--- src/rtl/bin_to_bcd4_pkg.sv ---
// Shared types and constants for the bin_to_bcd4 double-dabble converter.
package bin_to_bcd4_pkg;

    typedef enum logic [1:0] {
        IDLE   = 2'd0,
        SHIFT  = 2'd1,
        UPDATE = 2'd2
    } state_t;

    localparam int unsigned BCD_DIGITS        = 4;
    localparam int unsigned BCD_W             = 4 * BCD_DIGITS;
    localparam int unsigned DEFAULT_WIDTH     = 14;
    localparam int unsigned DEFAULT_MAX_VALUE = 9999;
    localparam logic [15:0] ERR_PATTERN       = 16'hEEEE;

    // Blank leading zero digits from D4 downward; D1 is always shown.
    function automatic logic [3:0] lead_zero_mask(input logic [11:0] upper_digits);
        logic [3:0] m;
        m    = 4'b0000;
        m[3] = (upper_digits[11:8] == 4'd0);
        m[2] = m[3] && (upper_digits[7:4] == 4'd0);
        m[1] = m[2] && (upper_digits[3:0] == 4'd0);
        return m;
    endfunction

endpackage

--- src/rtl/bin_to_bcd4_add3.sv ---
// Double-dabble nibble corrector: adds 3 to any BCD digit of 5 or more.
module bcd_add3 (
    input  logic [3:0] i_nib,
    output logic [3:0] o_nib_c
);

    assign o_nib_c = (i_nib >= 4'd5) ? (i_nib + 4'd3) : i_nib;

endmodule

--- src/rtl/bin_to_bcd4.sv ---
// Iterative binary-to-BCD converter feeding a 4-digit 7-segment driver.
// Optional leading-zero blanking of the digit mask: define LEADING_ZERO_BLANK_EN.
module bin_to_bcd4
    import bin_to_bcd4_pkg::*;
#(
    parameter int unsigned WIDTH     = DEFAULT_WIDTH,
    parameter int unsigned MAX_VALUE = DEFAULT_MAX_VALUE
) (
    input  logic             clk,
    input  logic             rst,
    input  logic             start,
    input  logic [WIDTH-1:0] bin,
    output logic             busy,
    output logic             done,
    output logic [15:0]      hexx,
    output logic [3:0]       mask,
    output logic             overflow
);

    localparam int unsigned CNT_W = $clog2(WIDTH + 1);

`ifdef LEADING_ZERO_BLANK_EN
    localparam logic [3:0] MASK_RST = 4'b1110;
`else
    localparam logic [3:0] MASK_RST = 4'b0000;
`endif

    state_t             r_state, w_state_n;
    logic [WIDTH-1:0]   r_bin, w_bin_n;
    logic [BCD_W-1:0]   r_bcd, w_bcd_n;
    logic [CNT_W-1:0]   r_cnt, w_cnt_n;
    logic               r_ovf_pend, w_ovf_pend_n;
    logic               r_busy, w_busy_n;
    logic               r_done, w_done_n;
    logic [15:0]        r_hexx, w_hexx_n;
    logic [3:0]         r_mask, w_mask_n;
    logic               r_ovf, w_ovf_n;
    logic [BCD_W-1:0]   w_adj;
    logic               w_bin_ovf;

    for (genvar g = 0; g < BCD_DIGITS; g++) begin : g_add3
        bcd_add3 u_add3 (
            .i_nib   (r_bcd[4*g +: 4]),
            .o_nib_c (w_adj[4*g +: 4])
        );
    end

    assign w_bin_ovf = 32'(bin) > MAX_VALUE;

    // Next-state and datapath update; a carry out of D4 also marks the result invalid.
    always_comb begin
        w_state_n    = r_state;
        w_bin_n      = r_bin;
        w_bcd_n      = r_bcd;
        w_cnt_n      = r_cnt;
        w_ovf_pend_n = r_ovf_pend;
        w_busy_n     = r_busy;
        w_done_n     = 1'b0;
        w_hexx_n     = r_hexx;
        w_mask_n     = r_mask;
        w_ovf_n      = r_ovf;
        case (r_state)
            IDLE: begin
                if (start) begin
                    w_state_n    = SHIFT;
                    w_bin_n      = bin;
                    w_bcd_n      = '0;
                    w_cnt_n      = '0;
                    w_ovf_pend_n = w_bin_ovf;
                    w_busy_n     = 1'b1;
                end
            end
            SHIFT: begin
                w_bcd_n      = {w_adj[BCD_W-2:0], r_bin[WIDTH-1]};
                w_bin_n      = {r_bin[WIDTH-2:0], 1'b0};
                w_cnt_n      = r_cnt + CNT_W'(1);
                w_ovf_pend_n = r_ovf_pend | w_adj[BCD_W-1];
                if (r_cnt == CNT_W'(WIDTH - 1)) begin
                    w_state_n = UPDATE;
                end
            end
            UPDATE: begin
                w_state_n = IDLE;
                w_hexx_n  = r_ovf_pend ? ERR_PATTERN : r_bcd;
                w_ovf_n   = r_ovf_pend;
`ifdef LEADING_ZERO_BLANK_EN
                w_mask_n  = r_ovf_pend ? 4'b0000 : lead_zero_mask(r_bcd[BCD_W-1:4]);
`else
                w_mask_n  = 4'b0000;
`endif
                w_done_n  = 1'b1;
                w_busy_n  = 1'b0;
            end
            default: begin
                w_state_n = IDLE;
            end
        endcase
    end

    always_ff @(posedge clk or posedge rst) begin
        if (rst) begin
            r_state    <= IDLE;
            r_bin      <= '0;
            r_bcd      <= '0;
            r_cnt      <= '0;
            r_ovf_pend <= 1'b0;
            r_busy     <= 1'b0;
            r_done     <= 1'b0;
            r_hexx     <= 16'h0000;
            r_mask     <= MASK_RST;
            r_ovf      <= 1'b0;
        end else begin
            r_state    <= w_state_n;
            r_bin      <= w_bin_n;
            r_bcd      <= w_bcd_n;
            r_cnt      <= w_cnt_n;
            r_ovf_pend <= w_ovf_pend_n;
            r_busy     <= w_busy_n;
            r_done     <= w_done_n;
            r_hexx     <= w_hexx_n;
            r_mask     <= w_mask_n;
            r_ovf      <= w_ovf_n;
        end
    end

    assign busy     = r_busy;
    assign done     = r_done;
    assign hexx     = r_hexx;
    assign mask     = r_mask;
    assign overflow = r_ovf;

endmodule

--- config.mk ---
export PLATFORM = sky130hd
export DESIGN_NAME = bin_to_bcd4
export DESIGN_NICKNAME = d
export VERILOG_FILES = /design/src/rtl/bin_to_bcd4_pkg.sv /design/src/rtl/bin_to_bcd4_add3.sv /design/src/rtl/bin_to_bcd4.sv
export SDC_FILE = /design/constraint.sdc
export NUM_CORES = 1
export LEC_CHECK = 0
export BUFFER_PORTS_ARGS = -buffer_cell sky130_fd_sc_hd__buf_2
export CORE_MARGIN = 3
export CORE_UTILIZATION = 60
export DETAILED_ROUTE_END_ITERATION = 6
export GPL_ROUTABILITY_DRIVEN = 0
export PLACE_DENSITY = 0.83
export SLEW_MARGIN = 40
export SYNTH_ARGS = -nofsm -noshare
export SYNTH_HDL_FRONTEND = slang
export SYNTH_SLANG_ARGS = --single-unit
--- constraint.sdc ---
create_clock -name clk -period 3.4 [get_ports clk]
set_input_delay 1.02 -clock clk [delete_from_list [all_inputs] [get_ports clk]]
set_output_delay 1.02 -clock clk [all_outputs]
set_load 0.01 [all_outputs]
* Word-level counts from Yosys, hierarchy flattened *
Index checks and enable logic that the tools add are counted.

operators by class
  order comparisons = 5
  $add $sub $neg = 5
  bitwise gates (word level) = 1
  reductions and logical operators = 6
  eq/ne operators = 5
  mux-type cells = 19

operator list
  cell                                                               count
  two-way mux 16 bit                                                 2
  case mux 16 bit (2 select lines)                                   1
  case mux 14 bit (2 select lines)                                   1
  two-way mux 4 bit                                                  5
  adder 4 x 2 -> 4 bit, second input constant                        4
  greater-or-equal comparator 4 x 3 -> 1 bit, second input constant  4
  > comparator 14 bit, second input constant                         1
  two-way mux 14 bit                                                 1
  case mux 4 bit (2 select lines)                                    1
  AND reduction 2 bit                                                3
  adder 4 x 1 -> 4 bit, second input constant                        1
  equality test 4 bit, second input constant                         1
  two-way mux 2 bit                                                  2
  != test 2 bit, second input constant                               2
  case mux 1 bit (2 select lines)                                    2
  case mux 2 bit (2 select lines)                                    1
  nonzero test 2 bit                                                 2
  two-way mux 1 bit                                                  3
  equality test 2 x 1 -> 1 bit, second input constant                1
  equality test 2 bit, second input constant                         1
  zero test 2 bit                                                    1
  bitwise OR 1 bit                                                   1

storage, ports and cells
  register bits after elaboration = 56
  logic and storage cells = 50
  bits of input ports = 17
  output and inout port bits = 23

* Longest topological paths before layout *
Gate-level depths: netlist of the first run.

  depth after elaboration = 4
  mapped depth = 6
  depth with buffers taken out = 6

* Cells and area by module *
From an unflattened synthesis of the first run, not the netlist that was laid out.

second synthesis, totals
  cell total of the unflattened synthesis = 319
  area, all modules = 2852.7 µm²

modules (own cells, without submodules)
  module       area an instance (µm²)  cells each  instances  seq. area each (µm²)
  bin_to_bcd4  2447.3                  255         1          1401.3
  bcd_add3     101.3                   16          4          0.0

* Worst setup path after synthesis of the first run *
Ideal clock, no wire load.

  path type = input to register
  start = in start
  end = reg r_bcd[11]
  buffers on the path = 2
  stages = 6
  slack = 1.350 ns
  arrival time = 1.928 ns
  required time = 3.278 ns
  library setup time = 0.122 ns
  cells stage by stage = or3b_1 -> buf_6 -> nand2_4 -> buf_6 -> o31ai_1 -> a32o_1

on the way
  word-level cells in the longest chain between the ends = 2

ends and longest elaborated chain
  what                                  line                RTL
  from (decl)                           bin_to_bcd4.sv:11   input logic start,
  != test 2 bit (no source line)        n/a
  AND reduction 2 bit (no source line)  n/a
  to (signal assigned)                  bin_to_bcd4.sv:115  r_bcd <= w_bcd_n;
  to (decl)                             bin_to_bcd4.sv:30   logic [BCD_W-1:0] r_bcd, w_bcd_n;

Every way passes these cells.
A chain may end at the register's enable or synchronous reset.

* Final worst setup path of the first run *
  start = in start
  end = reg r_bcd[3]

The elaborated chain is that of the path after synthesis.

==> results of run 1 <==
## final cells by class
class / count / area (um2)
flip-flops and latches: 56 / 1400
clock buffers: 6 / 72.6
multi-input cells: 190 / 1110
clock inverters: 2 / 16.3
well taps: 50 / 62.6
inverters: 12 / 45.0
fillers: 319 / 1200
repair buffers: 40 / 213
## power groups by stage
stage | clock (mW) | sequential [mW] | combinational (mW)
floorplan | 0 | 1.14 | 0.888
global placement | 0 | 1.16 | 1.08
detailed placement | 0 | 1.17 | 1.11
CTS | 0.368 | 1.16 | 1.13
global route | 0.396 | 1.20 | 1.28
finish | 0.367 | 1.16 | 1.11
## sequential cells by signal, summed over array words and instances (netlist names)
register	flops
r_state	2
r_ovf_pend	1
busy	1
hexx	16
done	1
r_bin	14
overflow	1
r_cnt	4
r_bcd	16
## layer usage
metal / part of all wire / wire, um / track usage / vias up
met4: 0.010 / 48 / 0.0553 / 0
met2: 0.46 / 2110 / 0.332 / 46
li1: - / - / - / 1002
met1: 0.49 / 2260 / 0.259 / 916
met3: 0.045 / 208 / 0.0457 / 4
met5: 0 / 0 / 0 / -
## cell usage after synthesis (all sizes together)
| master | instances | share of area |
|---|---|---|
| nor4 | 2 | 0.0047 |
| o22ai | 7 | 0.017 |
| a22o | 4 | 0.013 |
| ha | 10 | 0.047 |
| dfrtp | 56 | 0.53 |
| nand2 | 47 | 0.069 |
| and2 | 2 | 0.0047 |
| a21oi | 9 | 0.017 |
| and3 | 1 | 0.0024 |
| nand2b | 5 | 0.012 |
| nor3b | 4 | 0.013 |
| nand3 | 3 | 0.0057 |
| xnor2 | 4 | 0.013 |
| conb | 1 | 0.0014 |
| buf | 13 | 0.032 |
| o32ai | 1 | 0.0033 |
| xor2 | 1 | 0.0033 |
| nor2b | 1 | 0.0024 |
| clkbuf | 6 | 0.0085 |
| nand4 | 1 | 0.0024 |
| mux2 | 1 | 0.0043 |
| inv | 12 | 0.017 |
| a221o | 1 | 0.0038 |
| nor2 | 28 | 0.040 |
| o31ai | 9 | 0.026 |
| mux2i | 4 | 0.015 |
| o21ai | 23 | 0.043 |
| a32o | 4 | 0.015 |
| or3b | 1 | 0.0033 |
| a31oi | 13 | 0.031 |
## worst paths after layout
path                                        start  cells after the start                     to
max in group asynchronous                     rst                      3  r_bcd[14]$_DFFE_PP0P_
setup reg to reg           r_state[1]$_DFFE_PP0P_                      4   r_bcd[3]$_DFFE_PP0P_
setup / recovery                            start                      5   r_bcd[3]$_DFFE_PP0P_
min in group asynchronous                     rst                      2    hexx[6]$_DFFE_PP0P_
hold reg to reg               hexx[4]$_DFFE_PP0P_                      2    hexx[4]$_DFFE_PP0P_
hold / removal                hexx[4]$_DFFE_PP0P_                      2    hexx[4]$_DFFE_PP0P_
## cell families (layout without fill, tap and decap cells)
group | count (synthesis) | in the layout
buffers and inverters | 31 | 60
DFF | 56 | 56
and+or+nand+nor | 95 | 95
xor gates and xnor gates | 5 | 5
adders and majority gates | 10 | 10
other | 1 | 4
muxes | 5 | 5
AOI/OAI and AO/OA | 71 | 71
## stage by stage
step	power, mW	std cells	instance area (um2)
finish	2.64	356	2920
global route	2.88	356	2920
CTS	2.65	356	2920
detailed placement	2.29	348	2830
global placement	2.24	348	2830
floorplan	2.03	277	2660
## worst max-delay path: stages
cell	delay, ns
buf_2	0.09
or3b_1	0.63
nand2_4	0.25
o31ai_1	0.10
a32o_1	0.22
==> metrics.cfg, run 1 <==
[power_and_ir_drop]
switchingPower_mw=1.06
power.internal_mw=1.58
seq_power_share=0.439
power.static_leakage_nw=1.39
gate_power_share=0.422
clockPowerShare=0.139
power.ir.vdd_worst_mv=0.452
power.switching_fraction=0.401
powerDensity_nw_per_um2=905

[logic_synthesis]
syn-mean-instance-area_um2=9.66
mapped_cells=274
syn_area_um2=2650
post_synth_mux_area_share=0.0194
number_of_flip_flops_and_latches_in_the_synthesized_netlist=56
synth_top_family_by_area=compound AO/OA/AOI/OAI gates
synth-xor-area-share=0.0165
synthAdderAreaFrac=0.0473
synth-warning-count=0
simple_gate_fraction_of_synth_area=0.160
seq_area_frac_synth=0.529
area_fraction_in_compound_gates_after_synthesis=0.169
synth.distinct_cells=35

[layout]
layout.core_utilization=0.709
layout.cells.most_common=dfrtp_1
layout-drive-gt1-share=0.170
mostFrequentLayoutCells=dfrtp_1, nand2_1, buf_2
finish.net_count=332
flow.area_growth_from_synthesis_pct=10.2
n_antenna_cell=0

[drt]
routed-via-count=1968
vias_per_cell=5.53
drtPass1Iterations=4
avgRoutedWirePerCell_um=13.0
initialDrtViolationCount=117
postRouteAntennaNets=0
routed_wirelength_um=4640
remaining_drc_errors=0

[die]
chip_height_um=72.4
die_x_um=72.4
io_pins=40
std_cell_rows=23
start_util=0.643
design.die.area_um2=5250
core_um2=4120

[timing]
final_worst_path_period_need_ns=2.10
hold_viol=0
setup_viol=0
worst_slew_margin_rel=0.574
unrepaired_setup_endpoints_after_global_routing=false
timing.setup.tns_ns=0
timing.hold.ws_ns=0.479
tightest_slew_ns=0.639
report.final.slew_viol_count=0
fmax_ghz=0.476
finalCritPeriodShare=0.618
finClkSkew_ns=0.0113
layout_setup_ws_ns=1.30

[placement]
dp.final_hpwl_um=3290
preCtsSetupSlack_ns=0.954
place.port_buffers=35

[global_routing]
grt_remaining_overflow=0
initial_antenna_violation_count=0
grt_pass1_vias=1883
globalRouteTotalUtil=0.198
grt_first_pass_wirelength_um=8270
pin_count_of_the_biggest_net_entering_global_routing=35

[setup_path]
startpoint_type=input pin
cp.required_ns=3.61
critical_path.endpoint_type=flop
worst_ep_arrival_time_ns=2.32
critical_path_peak_fanout=18
regToRegSetupSlack_ns=1.61
timing.setup.critical_path_class=in -> reg

[run]
cap_viol_max_count=0

[clock_network]
clock_insertion_delay_worst_skew_ns=0.32
buffers_from_clock_root_to_sink_at_most=2
cts_root_buf=clkbuf_8
cts_resized=0
cts_made_buffers=5
worst_setup_hold_path_clk_slew_ns=0.10
tritoncts=done
cts_hold_buffers=0
h_tree_levels=2
post_cts.repair.setup_buffers=0
clock_sink_count=56

[status]
run_status=completed

[worst_hold_path]
min-delay-path-class=reg -> reg

Note: power is estimated with default switching activity, not from simulation.
==> inputs of run 2 (changes only) <==
--- a/config.mk
+++ b/config.mk
@@ -7,10 +7,10 @@
 export LEC_CHECK = 0
 export BUFFER_PORTS_ARGS = -buffer_cell sky130_fd_sc_hd__buf_2
 export CORE_MARGIN = 3
-export CORE_UTILIZATION = 60
+export CORE_UTILIZATION = 56
 export DETAILED_ROUTE_END_ITERATION = 6
 export GPL_ROUTABILITY_DRIVEN = 0
-export PLACE_DENSITY = 0.83
+export PLACE_DENSITY = 0.79
 export SLEW_MARGIN = 40
 export SYNTH_ARGS = -nofsm -noshare
 export SYNTH_HDL_FRONTEND = slang
==> constraint.sdc (replaced) <==
create_clock -name clk -period 1.95 [get_ports clk]
set_input_delay 0.585 -clock clk [delete_from_list [all_inputs] [get_ports clk]]
set_output_delay 0.585 -clock clk [all_outputs]
set_load 0.01 [all_outputs]
==> metrics.cfg, run 2 (synthesis results as in run 1) <==
[status]
run_status=completed

[worst_hold_path]
min-delay-path-class=in -> async

[setup_path]
cp.required_ns=2.19  ; -1.42 ns
startpoint_type=flop
critical_path_peak_fanout=4  ; -14
reg2reg_depth=6  ; +2
worst_ep_arrival_time_ns=1.81  ; -0.51 ns
regToRegSetupSlack_ns=0.38  ; -1.23 ns
timing.setup.critical_path_class=reg -> reg
slowest_delay_ns=0.41  ; -0.22 ns
path_cells=inv_1, ha_1, nand2b_1, a21oi_1, mux2i_1, a22o_1
timing.critical_path.max_delay_family=compound AO/OA/AOI/OAI gates
critical_path.endpoint_type=flop
r2r_start=r_bcd[0]$_DFFE_PP0P_
critical-path-slowest-cell=dfrtp_1
worst_reg2reg_path_endpoint=r_bcd[2]$_DFFE_PP0P_
worst_path_buf_inv=1  ; unchanged

[drt]
avgRoutedWirePerCell_um=13.1  ; +0.25%
vias_per_cell=5.52  ; about the same
drtPass1Iterations=4  ; unchanged
initialDrtViolationCount=107  ; -8.5%
routed_wirelength_um=4710  ; +1.7%
routed-via-count=1994  ; +1.3%
remaining_drc_errors=0  ; unchanged
postRouteAntennaNets=0  ; unchanged

[timing]
timing.hold.ws_ns=0.270  ; -0.210 ns
finalCritPeriodShare=0.805
tightest_slew_ns=0.575  ; -0.0639 ns
report.final.slew_viol_count=0  ; unchanged
fmax_ghz=0.637
hold_viol=0  ; unchanged
finClkSkew_ns=0.00827  ; -0.00298 ns
setup_viol=0  ; unchanged
worst_slew_margin_rel=0.615  ; +0.0412
final_worst_path_period_need_ns=1.57
timing.setup.tns_ns=0  ; unchanged
unrepaired_setup_endpoints_after_global_routing=false

[power_and_ir_drop]
power.static_leakage_nw=1.42  ; +1.6%
powerDensity_nw_per_um2=1570  ; +74%
power.ir.vdd_worst_mv=0.654  ; +45%
total_power_mw=4.65  ; +76%

[layout]
flow.area_growth_from_synthesis_pct=11.8
layout.cells.most_common=dfrtp_1
number_of_standard_cells_in_the_final_layout_excluding_fillers=361  ; +1.4%
layout.core_utilization=0.662  ; -0.0474
mostFrequentLayoutCells=dfrtp_1, nand2_1, buf_2
finish.net_count=335  ; +0.90%
n_antenna_cell=0  ; unchanged
layout-drive-gt1-share=0.178  ; +0.00806

[clock_network]
clock_sink_count=56  ; unchanged
clock_insertion_delay_worst_skew_ns=0.31  ; about the same
post_cts.repair.setup_buffers=0  ; unchanged
cts_resized=0  ; unchanged
h_tree_levels=2  ; unchanged
buffers_from_clock_root_to_sink_at_most=2  ; unchanged
cts_made_buffers=5  ; unchanged
tritoncts=done
worst_setup_hold_path_clk_slew_ns=0.10  ; about the same
cts_root_buf=clkbuf_8
cts_hold_buffers=0  ; unchanged

[global_routing]
grt_pass1_vias=1856  ; -1.4%
grt_remaining_overflow=0  ; unchanged
pin_count_of_the_biggest_net_entering_global_routing=39  ; +11%
grt_first_pass_wirelength_um=8240  ; -0.42%
initial_antenna_violation_count=0  ; unchanged
globalRouteTotalUtil=0.189  ; -0.00839

[die]
io_pins=40  ; unchanged
core_um2=4470  ; +8.7%
die_x_um=74.8  ; +3.2%
design.die.area_um2=5590  ; +6.6%
std_cell_rows=24  ; +4.3%
chip_height_um=74.8  ; +3.2%
start_util=0.592  ; -0.0516

[placement]
dp.cells=353  ; +1.4%
place.port_buffers=35  ; unchanged
dp.final_hpwl_um=3330  ; +1.3%

[run]
cap_viol_max_count=0  ; unchanged

run 2: cell types whose count changed in the layout (fill, tap and decap cells not counted), sizes merged:
cell / change
buf: +3
clkinv: +1
inv: -1
run 2: routing by layer:
| layer | vias to the layer above | track usage | share of wire |
|---|---|---|---|
| met5 | - | 0 | 0 |
| met4 | 0 | 0.0534 | 0.011 |
| met3 | 6 | 0.0441 | 0.045 |
| met2 | 49 | 0.312 | 0.47 |
| met1 | 932 | 0.252 | 0.48 |
| li1 | 1007 | - | - |
run 2: worst max path at each step:
| stage | end | cells after the start | slack, ns | from |
|---|---|---|---|---|
| final | r_bcd[2]$_DFFE_PP0P_ | 6 | 0.38 | r_bcd[0]$_DFFE_PP0P_ |
| after global routing | r_bcd[10]$_DFFE_PP0P_ | 6 | 0.22 | r_bcd[8]$_DFFE_PP0P_ |
| after CTS | r_bcd[2]$_DFFE_PP0P_ | 6 | 0.37 | r_bcd[0]$_DFFE_PP0P_ |
| after detailed placement | r_ovf_pend$_DFFE_PP0P_ | 4 | 0.17 | start |
| after global placement | r_bcd[11]$_DFFE_PP0P_ | 5 | 0.26 | start |
| after floorplan | r_bcd[11]$_DFFE_PP0P_ | 6 | 0.34 | start |
run 2: cell type report:
type / count / area, um2
clock inverters: 2 / 10.0
well taps: 52 / 65.1
fillers: 372 / 1510
multi-input cells: 190 / 1100
clock buffers: 6 / 82.6
inverters: 12 / 48.8
repair buffers: 43 / 248
flip-flops and latches: 56 / 1400
run 2: per-stage QoR:
step	setup WS [ns]	cell area [um2]
after detailed placement	0.168	2870
final	0.380	2960
after global routing	0.223	2960
after floorplan	0.335	2660
after CTS	0.374	2960
after global placement	0.264	2870
run 2: power by group:
group	switching, mW	total (mW)	internal, mW	leakage, nW
clock network	0.367	0.652	0.284	0.0510
logic	1.10	1.99	0.886	0.722
registers	0.370	2.01	1.64	0.643
==> inputs of run 3 (changes only) <==
==> constraint.sdc (replaced) <==
create_clock -name clk -period 1.62 [get_ports clk]
set_input_delay 0.486 -clock clk [delete_from_list [all_inputs] [get_ports clk]]
set_output_delay 0.486 -clock clk [all_outputs]
set_load 0.01 [all_outputs]
==> metrics.cfg, run 3 (synthesis results as in run 1) <==
[timing]
finalCritPeriodShare=0.932  ; +0.127
setup_viol=0  ; unchanged
fmax_ghz=0.662  ; +4.0%
unrepaired_setup_endpoints_after_global_routing=false
report.final.slew_viol_count=0  ; unchanged
final_worst_path_period_need_ns=1.51  ; -0.0607 ns
timing.hold.ws_ns=0.134  ; -0.136 ns
finClkSkew_ns=0.00490  ; -0.00338 ns
worst_slew_margin_rel=0.607  ; -0.00824
hold_viol=0  ; unchanged
tightest_slew_ns=0.590  ; +0.0145 ns

[setup_path]
worst_ep_arrival_time_ns=1.71  ; -0.10 ns
startpoint_type=flop
critical_path.endpoint_type=flop
reg2reg_depth=4  ; -2
cp.required_ns=1.82  ; -0.37 ns
critical_path_peak_fanout=9  ; +5
timing.setup.critical_path_class=reg -> reg

[global_routing]
grt_pass1_vias=1892  ; +1.9%
grt_first_pass_wirelength_um=8460  ; +2.7%
pin_count_of_the_biggest_net_entering_global_routing=43  ; +10%
grt_remaining_overflow=0  ; unchanged
globalRouteTotalUtil=0.198  ; +0.00819
initial_antenna_violation_count=0  ; unchanged

[drt]
drtPass1Iterations=5  ; +1
postRouteAntennaNets=0  ; unchanged
routed_wirelength_um=4980  ; +5.6%
routed-via-count=2048  ; +2.7%
avgRoutedWirePerCell_um=13.6  ; +4.4%
vias_per_cell=5.61  ; +1.6%
initialDrtViolationCount=99  ; -7.5%
remaining_drc_errors=0  ; unchanged

[layout]
n_antenna_cell=0  ; unchanged
layout-drive-gt1-share=0.198  ; +0.0201
fillCellCount=374  ; +0.54%
layout.cells.most_common=dfrtp_1
mostFrequentLayoutCells=dfrtp_1, nand2_1, buf_2
sequential_cell_area_um2=1400  ; unchanged
multi_input_gate_area_in_the_final_layout_um2=1120  ; +1.6%
number_of_standard_cells_in_the_final_layout_excluding_fillers=365  ; +1.1%
flow.area_growth_from_synthesis_pct=14.2
finish.net_count=339  ; +1.2%

[clock_network]
buffers_from_clock_root_to_sink_at_most=2  ; unchanged
clock_sink_count=56  ; unchanged
cts_hold_buffers=0  ; unchanged
cts_made_buffers=5  ; unchanged
cts_root_buf=clkbuf_8
worst_setup_hold_path_clk_slew_ns=0.10  ; about the same
tritoncts=done
clock_insertion_delay_worst_skew_ns=0.30  ; about the same
h_tree_levels=2  ; unchanged

[die]
core_um2=4470  ; unchanged
die_x_um=74.8  ; unchanged
chip_height_um=74.8  ; unchanged
start_util=0.592  ; unchanged
design.die.area_um2=5590  ; unchanged
io_pins=40  ; unchanged
std_cell_rows=24  ; unchanged

[placement]
dp.cells=357  ; +1.1%
place.port_buffers=35  ; unchanged
dp.final_hpwl_um=3610  ; +8.4%

[run]
cap_viol_max_count=0  ; unchanged

[status]
run_status=completed

[power_and_ir_drop]
total_power_mw=5.83  ; +25%
power.ir.vdd_worst_mv=0.878  ; +34%
power.static_leakage_nw=1.44  ; +1.7%
powerDensity_nw_per_um2=1930  ; +23%

[worst_hold_path]
min-delay-path-class=in -> async

[run 3: power breakdown]
group	switching, mW	internal, mW
Sequential	0.479	1.97
Clock	0.435	0.459
Combinational	1.35	1.13
Total	2.26	3.56
[run 3: cell type report]
type | count | share of cell area
Clock buffer | 6 | 0.0240
Clock inverter | 2 | 0.0116
Inverter | 12 | 0.0161
Multi-Input combinational cell | 190 | 0.371
Sequential cell | 56 | 0.464
Tap cell | 52 | 0.0215
Timing Repair Buffer | 47 | 0.0919
[run 3: path summary, 6_finish.rpt]
| check | startpoint | to | slack [ns] |
|---|---|---|---|
| worst max-delay path | r_state[1]$_DFFE_PP0P_ | r_bcd[15]$_DFFE_PP0P_ | 0.11 |
| worst min-delay path | rst | hexx[5]$_DFFE_PP0P_ | 0.13 |
| worst max register to register | r_state[1]$_DFFE_PP0P_ | r_bcd[15]$_DFFE_PP0P_ | 0.11 |
| worst min register to register | hexx[6]$_DFFE_PP0P_ | hexx[6]$_DFFE_PP0P_ | 0.48 |
| max in group asynchronous | rst | r_cnt[2]$_DFFE_PP0P_ | 0.99 |
| min in group clk | bin[0] | r_bin[0]$_DFFE_PP0P_ | 0.38 |
[run 3: repair_timing]
| action | in CTS | in global routing |
|---|---|---|
| buffers inserted | 0 | 0 |
| gates resized for setup | 0 | 4 |
| setup endpoints to repair | 0 | 4 |
[run 3: through the flow]
step	setup slack [ns]	TNS [ns]	instance area, um2	util
after global routing	0.00911	0	3020	0.676
after floorplan	0.104	0	2660	-
after detailed placement	-0.00585	-0.00585	2900	0.648
after global placement	0.0600	0	2900	0.648
final	0.110	0	3020	0.676
after CTS	0.0708	0	3010	0.672
[run 3: worst max-delay path, stage by stage, from the launching register on]
cell     delay, ns
dfrtp_1       0.44
or3b_1        0.51
nand2_4       0.17
o31ai_1       0.08
a32o_1        0.20
[run 3: routing by layer]
layer,vias up,GRT usage,wire (um)
met1,981,0.243,2250
met5,-,0,0
li1,1010,-,-
met4,0,0.0573,24
met2,53,0.347,2460
met3,4,0.0467,235
